$ cat src/rtl/gpio_irq_dispatcher.sv
// rtl/gpio_irq_dispatcher.sv - round-robin GPIO interrupt dispatcher with clear pulse and holdoff
//
// Picks one pending, unmasked GPIO interrupt with a round-robin pointer and
// presents its index over a valid/ready handshake. Once the index is accepted,
// the block pulses int_clear for that pin only. It then idles for HOLDOFF
// cycles before scheduling again.
//
// Ports:
//   clk          system clock, rising edge
//   rst_n        asynchronous active-low reset
//   enable       allows new selections from IDLE
//   int_status   pending bits from the GPIO controller
//   pin_mask     1 = pin excluded from scheduling
//   int_clear    registered one-hot clear pulse to the GPIO controller
//   irq_valid    index presented to the consumer
//   irq_id       presented pin index
//   irq_ready    consumer accepts irq_id
//   pending_cnt  registered popcount of eligible pins
//   busy         scheduler not idle
module gpio_irq_dispatcher #(
    parameter int PIN_COUNT = 32,
    parameter int ID_WIDTH  = 5,
    parameter int HOLDOFF   = 2
) (
    input  logic                 clk,
    input  logic                 rst_n,
    input  logic                 enable,
    input  logic [PIN_COUNT-1:0] int_status,
    input  logic [PIN_COUNT-1:0] pin_mask,
    output logic [PIN_COUNT-1:0] int_clear,
    output logic                 irq_valid,
    output logic [ID_WIDTH-1:0]  irq_id,
    input  logic                 irq_ready,
    output logic [ID_WIDTH:0]    pending_cnt,
    output logic                 busy
);

    typedef enum logic [1:0] {
        IDLE    = 2'd0,
        PRESENT = 2'd1,
        CLEAR   = 2'd2,
        HOLD    = 2'd3
    } state_t;

    localparam logic [ID_WIDTH-1:0]  LAST_ID   = ID_WIDTH'(PIN_COUNT - 1);
    localparam logic [3:0]           HOLD_INIT = 4'(HOLDOFF);
    localparam logic [PIN_COUNT-1:0] ONE_HOT0  = PIN_COUNT'(1);

    state_t                 state_q, state_d;
    logic [PIN_COUNT-1:0]   clear_q, clear_d;
    logic                   valid_q, valid_d;
    logic [ID_WIDTH-1:0]    id_q, id_d;
    logic [ID_WIDTH-1:0]    rr_q, rr_d;
    logic [ID_WIDTH:0]      cnt_q, cnt_d;
    logic [3:0]             hold_q, hold_d;
    logic                   busy_q, busy_d;

    logic [PIN_COUNT-1:0]   elig;
    logic [ID_WIDTH-1:0]    pick_hi, pick_lo, pick;
    logic                   hi_found;

    assign elig = int_status & ~pin_mask;

    // Scan from the top down so the last hit is the lowest index. pick_hi is
    // the lowest hit at or above rr_q; pick_lo is the lowest hit overall and
    // serves as the wrap-around choice.
    always_comb begin
        pick_hi  = '0;
        pick_lo  = '0;
        hi_found = 1'b0;
        for (int i = PIN_COUNT - 1; i >= 0; i--) begin
            if (elig[i]) begin
                pick_lo = ID_WIDTH'(i);
                if (ID_WIDTH'(i) >= rr_q) begin
                    pick_hi  = ID_WIDTH'(i);
                    hi_found = 1'b1;
                end
            end
        end
        pick = hi_found ? pick_hi : pick_lo;
    end

    always_comb begin
        cnt_d = '0;
        for (int i = 0; i < PIN_COUNT; i++) begin
            cnt_d = cnt_d + {{ID_WIDTH{1'b0}}, elig[i]};
        end
    end

    always_comb begin
        state_d = state_q;
        valid_d = valid_q;
        id_d    = id_q;
        rr_d    = rr_q;
        hold_d  = hold_q;
        clear_d = '0;
        case (state_q)
            IDLE: begin
                if (enable && (elig != '0)) begin
                    id_d    = pick;
                    valid_d = 1'b1;
                    state_d = PRESENT;
                end
            end
            PRESENT: begin
                // No withdrawal: only the handshake ends the presentation.
                if (irq_ready) begin
                    valid_d = 1'b0;
                    clear_d = ONE_HOT0 << id_q;
                    rr_d    = (id_q == LAST_ID) ? '0 : id_q + 1'b1;
                    state_d = CLEAR;
                end
            end
            CLEAR: begin
                if (HOLDOFF == 0) begin
                    state_d = IDLE;
                end else begin
                    hold_d  = HOLD_INIT;
                    state_d = HOLD;
                end
            end
            HOLD: begin
                hold_d = hold_q - 4'd1;
                if (hold_q <= 4'd1) begin
                    state_d = IDLE;
                end
            end
            default: begin
                state_d = IDLE;
            end
        endcase
        busy_d = (state_d != IDLE);
    end

    always_ff @(posedge clk or negedge rst_n) begin
        if (!rst_n) begin
            state_q <= IDLE;
            clear_q <= '0;
            valid_q <= 1'b0;
            id_q    <= '0;
            rr_q    <= '0;
            cnt_q   <= '0;
            hold_q  <= '0;
            busy_q  <= 1'b0;
        end else begin
            state_q <= state_d;
            clear_q <= clear_d;
            valid_q <= valid_d;
            id_q    <= id_d;
            rr_q    <= rr_d;
            cnt_q   <= cnt_d;
            hold_q  <= hold_d;
            busy_q  <= busy_d;
        end
    end

    assign int_clear   = clear_q;
    assign irq_valid   = valid_q;
    assign irq_id      = id_q;
    assign pending_cnt = cnt_q;
    assign busy        = busy_q;

endmodule

$ cat config.mk
export PLATFORM = sky130hd
export DESIGN_NAME = gpio_irq_dispatcher
export DESIGN_NICKNAME = d
export VERILOG_FILES = /design/src/rtl/gpio_irq_dispatcher.sv
export SDC_FILE = /design/constraint.sdc
export NUM_CORES = 1
export LEC_CHECK = 0
export CORE_MARGIN = 1
export CORE_UTILIZATION = 35
export DETAILED_ROUTE_END_ITERATION = 6
export HOLD_SLACK_MARGIN = 0.06
export SYNTH_ARGS = -nofsm -noshare
export SYNTH_HDL_FRONTEND = slang
export SYNTH_SLANG_ARGS = --single-unit
$ cat constraint.sdc
create_clock -name clk -period 2.1 [get_ports clk]
set_input_delay 0.315 -clock clk [delete_from_list [all_inputs] [get_ports clk]]
set_output_delay 0.315 -clock clk [all_outputs]
set_load 0.05 [all_outputs]
==> flow_metrics.py, run 1 <==
metrics = {
    "status": {
        "status": "finished, violations left",
        "violations": "negative setup slack",
    },
    "layout": {
        "utilization_pct": 63.0,
        "final_common_cell": "buf_4",
        "diodes": 0,
        "fill_cells": 1072,
        "nets": 915,
        "syn2layout_area_growth_pct": 74.1,
        "drive_gt1_share_pct": 39.0,
        "final_cell_mix": "169 x buf_4, 77 x clkdlybuf4s50_1, 58 x nor2_1",
        "design_area_um2": 7630,
    },
    "cts": {
        "clock-root-buffer": "clkbuf_16",
        "cts-buffers-inserted": 5,
        "htree_levels": 2,
        "clockBufferDepth": 2,
        "insertion_delay_ns": 0.30,
        "cts_tree": "done",
        "clk_pin_slew_ns": 0.08,
        "clock_sinks": 56,
    },
    "pwr": {
        "p_leak_nw": 3.65,
        "ir_worst_vdd_v": 0.000583,
        "powerDensity_nw_per_um2": 1070,
        "total_power_mw": 8.19,
    },
    "worst_setup_path": {
        "path_class": "input port to register",
        "crit_path_frequent_cell": "inv_2",
        "critPathMaxStageDelay_ns": 0.56,
        "crit_path_end_kind": "register",
        "worstPathCellList": "buf_6, nand2b_4, inv_4, fa_1, inv_2, fa_1, inv_2, fa_1, fa_2, fa_1, inv_2, fa_1, inv_2, ha_4, inv_2, fa_2, inv_2, a21o_1, a21oi_2, xnor2_1",
        "cp-start-kind": "input port",
        "critical_path.top_delay_family": "adder cells",
        "crit_fanout": 2,
        "arrival_ns": 4.72,
        "slowest_stage": "fa_1",
        "critPathRequiredTime_ns": 2.30,
        "worst-path-buf-inv": 8,
    },
    "timing": {
        "fin_crit_sh_pct": 215,
        "slew_headroom_pct": 64.3,
        "hold_viol": 0,
        "setup_tns_ns": -14.66,
        "worst_slack_ns": -2.42,
        "setup_viol": 10,
        "rsz0062_at_grt": "yes",
        "fin_crit_ns": 4.52,
        "finalMaxSlewViolations": 0,
        "tightest_slew_ns": 0.534,
        "fin_worst_skew_ns": 0.0124,
        "max_freq_ghz": 0.221,
    },
    "synthesis": {
        "avgSynthCellArea_um2": 8.34,
        "synth_edf_count": 0,
        "netlist_area_um2": 4380,
        "syn-instance-count": 525,
        "seq_area_frac_synth_pct": 32.0,
        "ys_warn_count": 0,
        "synth_top_area_share_pct": 32.0,
        "synth-seq-cells": 56,
        "synth_flop_cell": "dfrtp_1",
        "synth_area_leaders": "dfrtp_1 32%, fa_1 11%, nor2_1 5.5%",
        "synth_cell_types": 64,
        "ys_async_sr_fraction_pct": 100,
        "synth_largest_area_cell": "dfrtp_1",
        "syn-num-nets": 634,
    },
    "placed_design": {
        "place_congestion": 0.943,
        "dp_hpwl_um": 12200,
        "dpl_cell_area_um2": 6670,
        "portBuffers": 112,
        "pre_cts_ws_ns": -3.18,
    },
    "grt": {
        "grtUsageTotal_pct": 26.3,
        "grt_pass1_wl_um": 26600,
        "gr-total-overflow": 0,
        "grt_pass1_vias": 5311,
        "antenna_found_initial": 0,
        "grt_start_max_net_pins": 57,
    },
    "detailed_routing": {
        "firstDrtPassIters": 4,
        "drc": 0,
        "vias": 4971,
        "wl_per_cell_um": 16.4,
        "vias_per_cell": 5.10,
        "drt_wl_total_um": 16000,
        "first_iter_violations": 255,
        "ant_nets": 0,
    },
    "die": {
        "start_util_pct": 36.2,
        "core_um2": 12100,
        "num_rows": 40,
        "ios": 113,
        "die_w_um": 114,
        "dieArea_um2": 13000,
        "die-height_um": 114,
    },
    "hold_path": {
        "hold_path_class": "register to register",
    },
    "run": {
        "maxCapViolations": 0,
    },
}
## per-stage QoR
step                      hold WS, ns  std cells
after floorplan                0.0194        525
after global placement          0.330        914
after detailed placement        0.338        914
after CTS                       0.490        998
after global routing            0.525        975
final                           0.490        975
## synth_stat cells (2+ instances only)
master / count
or4_1: 2
nor2_1: 64
nand2_1: 46
o21ai_1: 3
mux2_2: 2
nand3_1: 19
buf_2: 5
or3b_1: 2
dfrtp_1: 56
clkbuf_1: 12
o21ai_0: 35
nor4_1: 3
fa_1: 24
ha_1: 17
a21oi_1: 23
o221ai_1: 2
o21a_1: 2
o31ai_1: 4
nor3_1: 9
a211oi_1: 6
buf_6: 2
o31a_1: 2
nand4_1: 5
o2111ai_1: 3
o22ai_1: 2
or3_1: 2
and2_1: 6
a22oi_1: 4
nand3b_1: 2
o211ai_1: 5
xnor2_1: 3
or2_2: 3
a21o_1: 10
nand2b_1: 24
a31oi_1: 12
and3_1: 4
inv_1: 60
nor2b_1: 14
## flip-flops by register name, indices dropped and copies added, names as in the netlist
name	cells
busy	1
irq_id	5
state_q	2
irq_valid	1
int_clear	32
hold_q	4
rr_q	5
pending_cnt	6
## report_power, final
group,internal (mW),switching (mW)
Sequential,1.33,0.301
Combinational,2.74,2.96
Clock,0.446,0.410
## final cells by class
class | instances | area (um2) | area share, %
repair buffers | 295 | 2510 | 32.9
multi-input cells | 386 | 3110 | 40.7
inverters | 62 | 248 | 3.25
well taps | 168 | 210 | 2.76
flip-flops and latches | 56 | 1410 | 18.4
clock inverters | 3 | 21.3 | 0.279
clock buffers | 5 | 125 | 1.64
## worst paths after layout
path	startpoint	end	slack [ns]	cells past startpoint
setup / recovery	pin_mask[13]	pending_cnt[4]$_DFF_PN0_	-2.42	20
hold / removal	irq_valid$_DFFE_PN0P_	irq_valid$_DFFE_PN0P_	0.49	1
setup reg to reg	rr_q[2]$_DFFE_PN0P_	irq_id[3]$_DFFE_PN0P_	-0.31	9
hold reg to reg	irq_valid$_DFFE_PN0P_	irq_valid$_DFFE_PN0P_	0.49	1
max in group asynchronous	rst_n	rr_q[0]$_DFFE_PN0P_	1.28	3
min in group asynchronous	rst_n	pending_cnt[1]$_DFF_PN0_	0.53	3
## routing by layer
| layer | wire, um | GRT usage [%] |
|---|---|---|
| met5 | 0 | 0 |
| met4 | 457 | 10.4 |
| met3 | 947 | 4.20 |
| met1 | 6550 | 32.4 |
| met2 | 8000 | 46.0 |
## worst reg2reg max path, stage by stage (launching register included)
cell,delay [ns]
dfrtp_2,0.49
buf_12,0.15
o21ai_4,0.05
and3_4,0.17
or4_4,0.58
a2111oi_4,0.25
nand4_2,0.21
buf_6,0.18
o32ai_4,0.09
mux2_4,0.18
## kinds of logic after synthesis
family | count (synthesis) | synth area share [%]
buffers and inverters | 83 | 7.69
AO/OA/AOI/OAI | 127 | 19.0
multiplexers | 2 | 0.514
AND/OR/NAND/NOR | 212 | 24.2
adder cells (fa/ha/maj) | 41 | 15.8
flip-flops | 56 | 32.0
XOR/XNOR | 4 | 0.800
## timing repair
action / 4_1_cts / 5_1_grt
gates cloned: 1 / 0
endpoints found under the hold margin: 56 / 0
setup endpoints to repair: 14 / 14
pin swaps: 44 / 38
setup buffers: 95 / 14
hold buffers: 1 / 0
gates resized for setup: 165 / 57
Note: power is estimated with default switching activity, not from simulation.
==> inputs of run 2 (changes only) <==
--- a/config.mk
+++ b/config.mk
@@ -9,6 +9,7 @@
 export CORE_UTILIZATION = 35
 export DETAILED_ROUTE_END_ITERATION = 6
 export HOLD_SLACK_MARGIN = 0.06
+export SLEW_MARGIN = 5
 export SYNTH_ARGS = -nofsm -noshare
 export SYNTH_HDL_FRONTEND = slang
 export SYNTH_SLANG_ARGS = --single-unit
==> results of run 2 <==
Same layout as run 1: the final DEF is identical, and so are final timing and power.
==> inputs of run 3 (changes only) <==
--- a/config.mk
+++ b/config.mk
@@ -5,10 +5,12 @@
 export SDC_FILE = /design/constraint.sdc
 export NUM_CORES = 1
 export LEC_CHECK = 0
+export CAP_MARGIN = 25
 export CORE_MARGIN = 1
 export CORE_UTILIZATION = 35
 export DETAILED_ROUTE_END_ITERATION = 6
 export HOLD_SLACK_MARGIN = 0.06
+export SKIP_LAST_GASP = 1
 export SLEW_MARGIN = 5
 export SYNTH_ARGS = -nofsm -noshare
 export SYNTH_HDL_FRONTEND = slang
==> flow_metrics.py, run 3 (same netlist as run 1, synthesis figures left out) <==
metrics = {
    "timing": {
        "fin_crit_sh_pct": 215,
        "rsz0062_at_grt": "yes",
        "slew_headroom_pct": 64.3,
        "finalMaxSlewViolations": 0,
        "setup_viol": 10,
        "fin_worst_skew_ns": 0.0113,
        "tightest_slew_ns": 0.534,
        "max_freq_ghz": 0.221,
        "hold_viol": 0,
        "worst_slack_ns": -2.42,
        "fin_crit_ns": 4.52,
    },
    "worst_setup_path": {
        "critPathRequiredTime_ns": 2.29,
        "path_class": "input port to register",
        "crit_path_end_kind": "register",
        "arrival_ns": 4.72,
        "worst-path-stages": 20,
        "worst-path-buf-inv": 8,
        "critical_path.top_delay_family": "adder cells",
        "slowest_stage": "fa_1",
        "critPathMaxStageDelay_ns": 0.56,
        "rr_worst_depth": 9,
        "worstPathCellList": "buf_6, nand2b_4, inv_4, fa_1, inv_2, fa_1, inv_2, fa_1, fa_2, fa_1, inv_2, fa_1, inv_2, ha_4, inv_2, fa_2, inv_2, a21o_1, a21oi_2, xnor2_1",
        "rrSetupSlack_ns": -0.32,
        "crit_path_frequent_cell": "inv_2",
        "crit_fanout": 2,
        "r2r_end": "irq_id[3]$_DFFE_PN0P_",
        "timing.rr.start": "rr_q[2]$_DFFE_PN0P_",
        "cp-start-kind": "input port",
    },
    "hold_path": {
        "hold_path_class": "register to register",
        "hp-start": "irq_valid$_DFFE_PN0P_",
        "hold_path_depth": 1,
        "min_to": "irq_valid$_DFFE_PN0P_",
    },
    "detailed_routing": {
        "first_iter_violations": 287,
        "drt_wl_total_um": 16000,
        "vias": 5008,
        "vias_per_cell": 5.13,
        "drc": 0,
        "ant_nets": 0,
        "wl_per_cell_um": 16.3,
        "firstDrtPassIters": 5,
    },
    "cts": {
        "cts_tree": "done",
        "clock_sinks": 56,
        "insertion_delay_ns": 0.30,
        "htree_levels": 2,
        "clk_pin_slew_ns": 0.08,
        "clockBufferDepth": 2,
        "cts-buffers-inserted": 5,
        "clock-root-buffer": "clkbuf_16",
    },
    "die": {
        "core_um2": 12100,
        "die-height_um": 114,
        "start_util_pct": 36.2,
        "dieArea_um2": 13000,
        "num_rows": 40,
        "ios": 113,
        "die_w_um": 114,
    },
    "pwr": {
        "ir_worst_vdd_v": 0.000581,
        "p_leak_nw": 3.66,
        "powerDensity_nw_per_um2": 1070,
    },
    "run": {
        "maxCapViolations": 0,
    },
    "placed_design": {
        "place_congestion": 0.943,
        "dp_hpwl_um": 12200,
        "dp_cells": 914,
        "portBuffers": 112,
    },
    "layout": {
        "multi_input_area_um2": 3120,
        "fin_cells": 976,
        "diodes": 0,
        "syn2layout_area_growth_pct": 74.2,
        "nets": 916,
        "drive_gt1_share_pct": 39.1,
        "fill_cells": 1070,
        "final_cell_mix": "174 x buf_4, 77 x clkdlybuf4s50_1, 59 x nor2_1",
        "seqCellArea_um2": 1410,
        "utilization_pct": 63.0,
        "largest_reg_flops": 32,
        "final_common_cell": "buf_4",
    },
    "grt": {
        "grt_pass1_wl_um": 26300,
        "antenna_found_initial": 0,
        "grtUsageTotal_pct": 25.9,
        "gr-total-overflow": 0,
        "grt_pass1_vias": 5292,
        "grt_start_max_net_pins": 57,
    },
    "status": {
        "status": "finished, violations left",
        "violations": "negative setup slack",
    },
}
==> run 3: cell type report <==
class                           instances  share of cell area, %
Inverter                               62                   3.22
Multi-Input combinational cell        386                   40.9
Timing Repair Buffer                  296                   32.7
Clock inverter                          3                  0.279
Tap cell                              168                   2.76
Sequential cell                        56                   18.4
Clock buffer                            5                   1.64
==> run 3: power by group <==
part	internal, mW	leakage, nW	switching [mW]
Clock	0.446	0.0702	0.407
Sequential	1.33	0.735	0.300
Combinational	2.74	2.85	2.95
Total	4.51	3.66	3.65
==> run 3: per-layer routing <==
metal,wire (um),vias to the layer above,global-route usage [%],share of wire [%]
li1,-,2353,-,-
met1,6480,2388,32.1,41
met2,7900,224,44.6,50
met3,1060,43,4.25,6.6
met4,512,0,11.3,3.2
met5,0,-,0,0
==> run 3: what timing repair did <==
action	in CTS	in global routing
resized for setup	152	58
endpoints found under the setup margin	14	14
hold buffers	1	0
hold endpoints to repair	56	0
cloned	1	0
pin swaps	44	40
buffers inserted	95	14
==> run 3: how the worst max path moves through the flow <==
stage / startpoint / endpoint / slack, ns
after floorplan: int_status[27] / pending_cnt[4]$_DFF_PN0_ / -2.57
after global placement: pin_mask[11] / pending_cnt[4]$_DFF_PN0_ / -3.11
after detailed placement: pin_mask[11] / pending_cnt[4]$_DFF_PN0_ / -3.18
after CTS: pin_mask[7] / pending_cnt[4]$_DFF_PN0_ / -2.42
after global routing: pin_mask[13] / pending_cnt[4]$_DFF_PN0_ / -2.58
final: pin_mask[13] / pending_cnt[4]$_DFF_PN0_ / -2.42
==> run 3: through the flow <==
step / setup TNS, ns / worst slack (ns) / area, um2 / power [mW] / hold WS [ns]
5_1_grt: -16.17 / -2.58 / 7630 / 8.80 / 0.525
6_report: -14.70 / -2.42 / 7630 / 8.17 / 0.490
3_3_place_gp: -22.01 / -3.11 / 6670 / 6.54 / 0.330
4_1_cts: -16.47 / -2.42 / 7630 / 7.94 / 0.490
2_1_floorplan: -14.11 / -2.57 / 4460 / 4.54 / 0.0194
3_5_place_dp: -22.58 / -3.18 / 6670 / 6.60 / 0.338
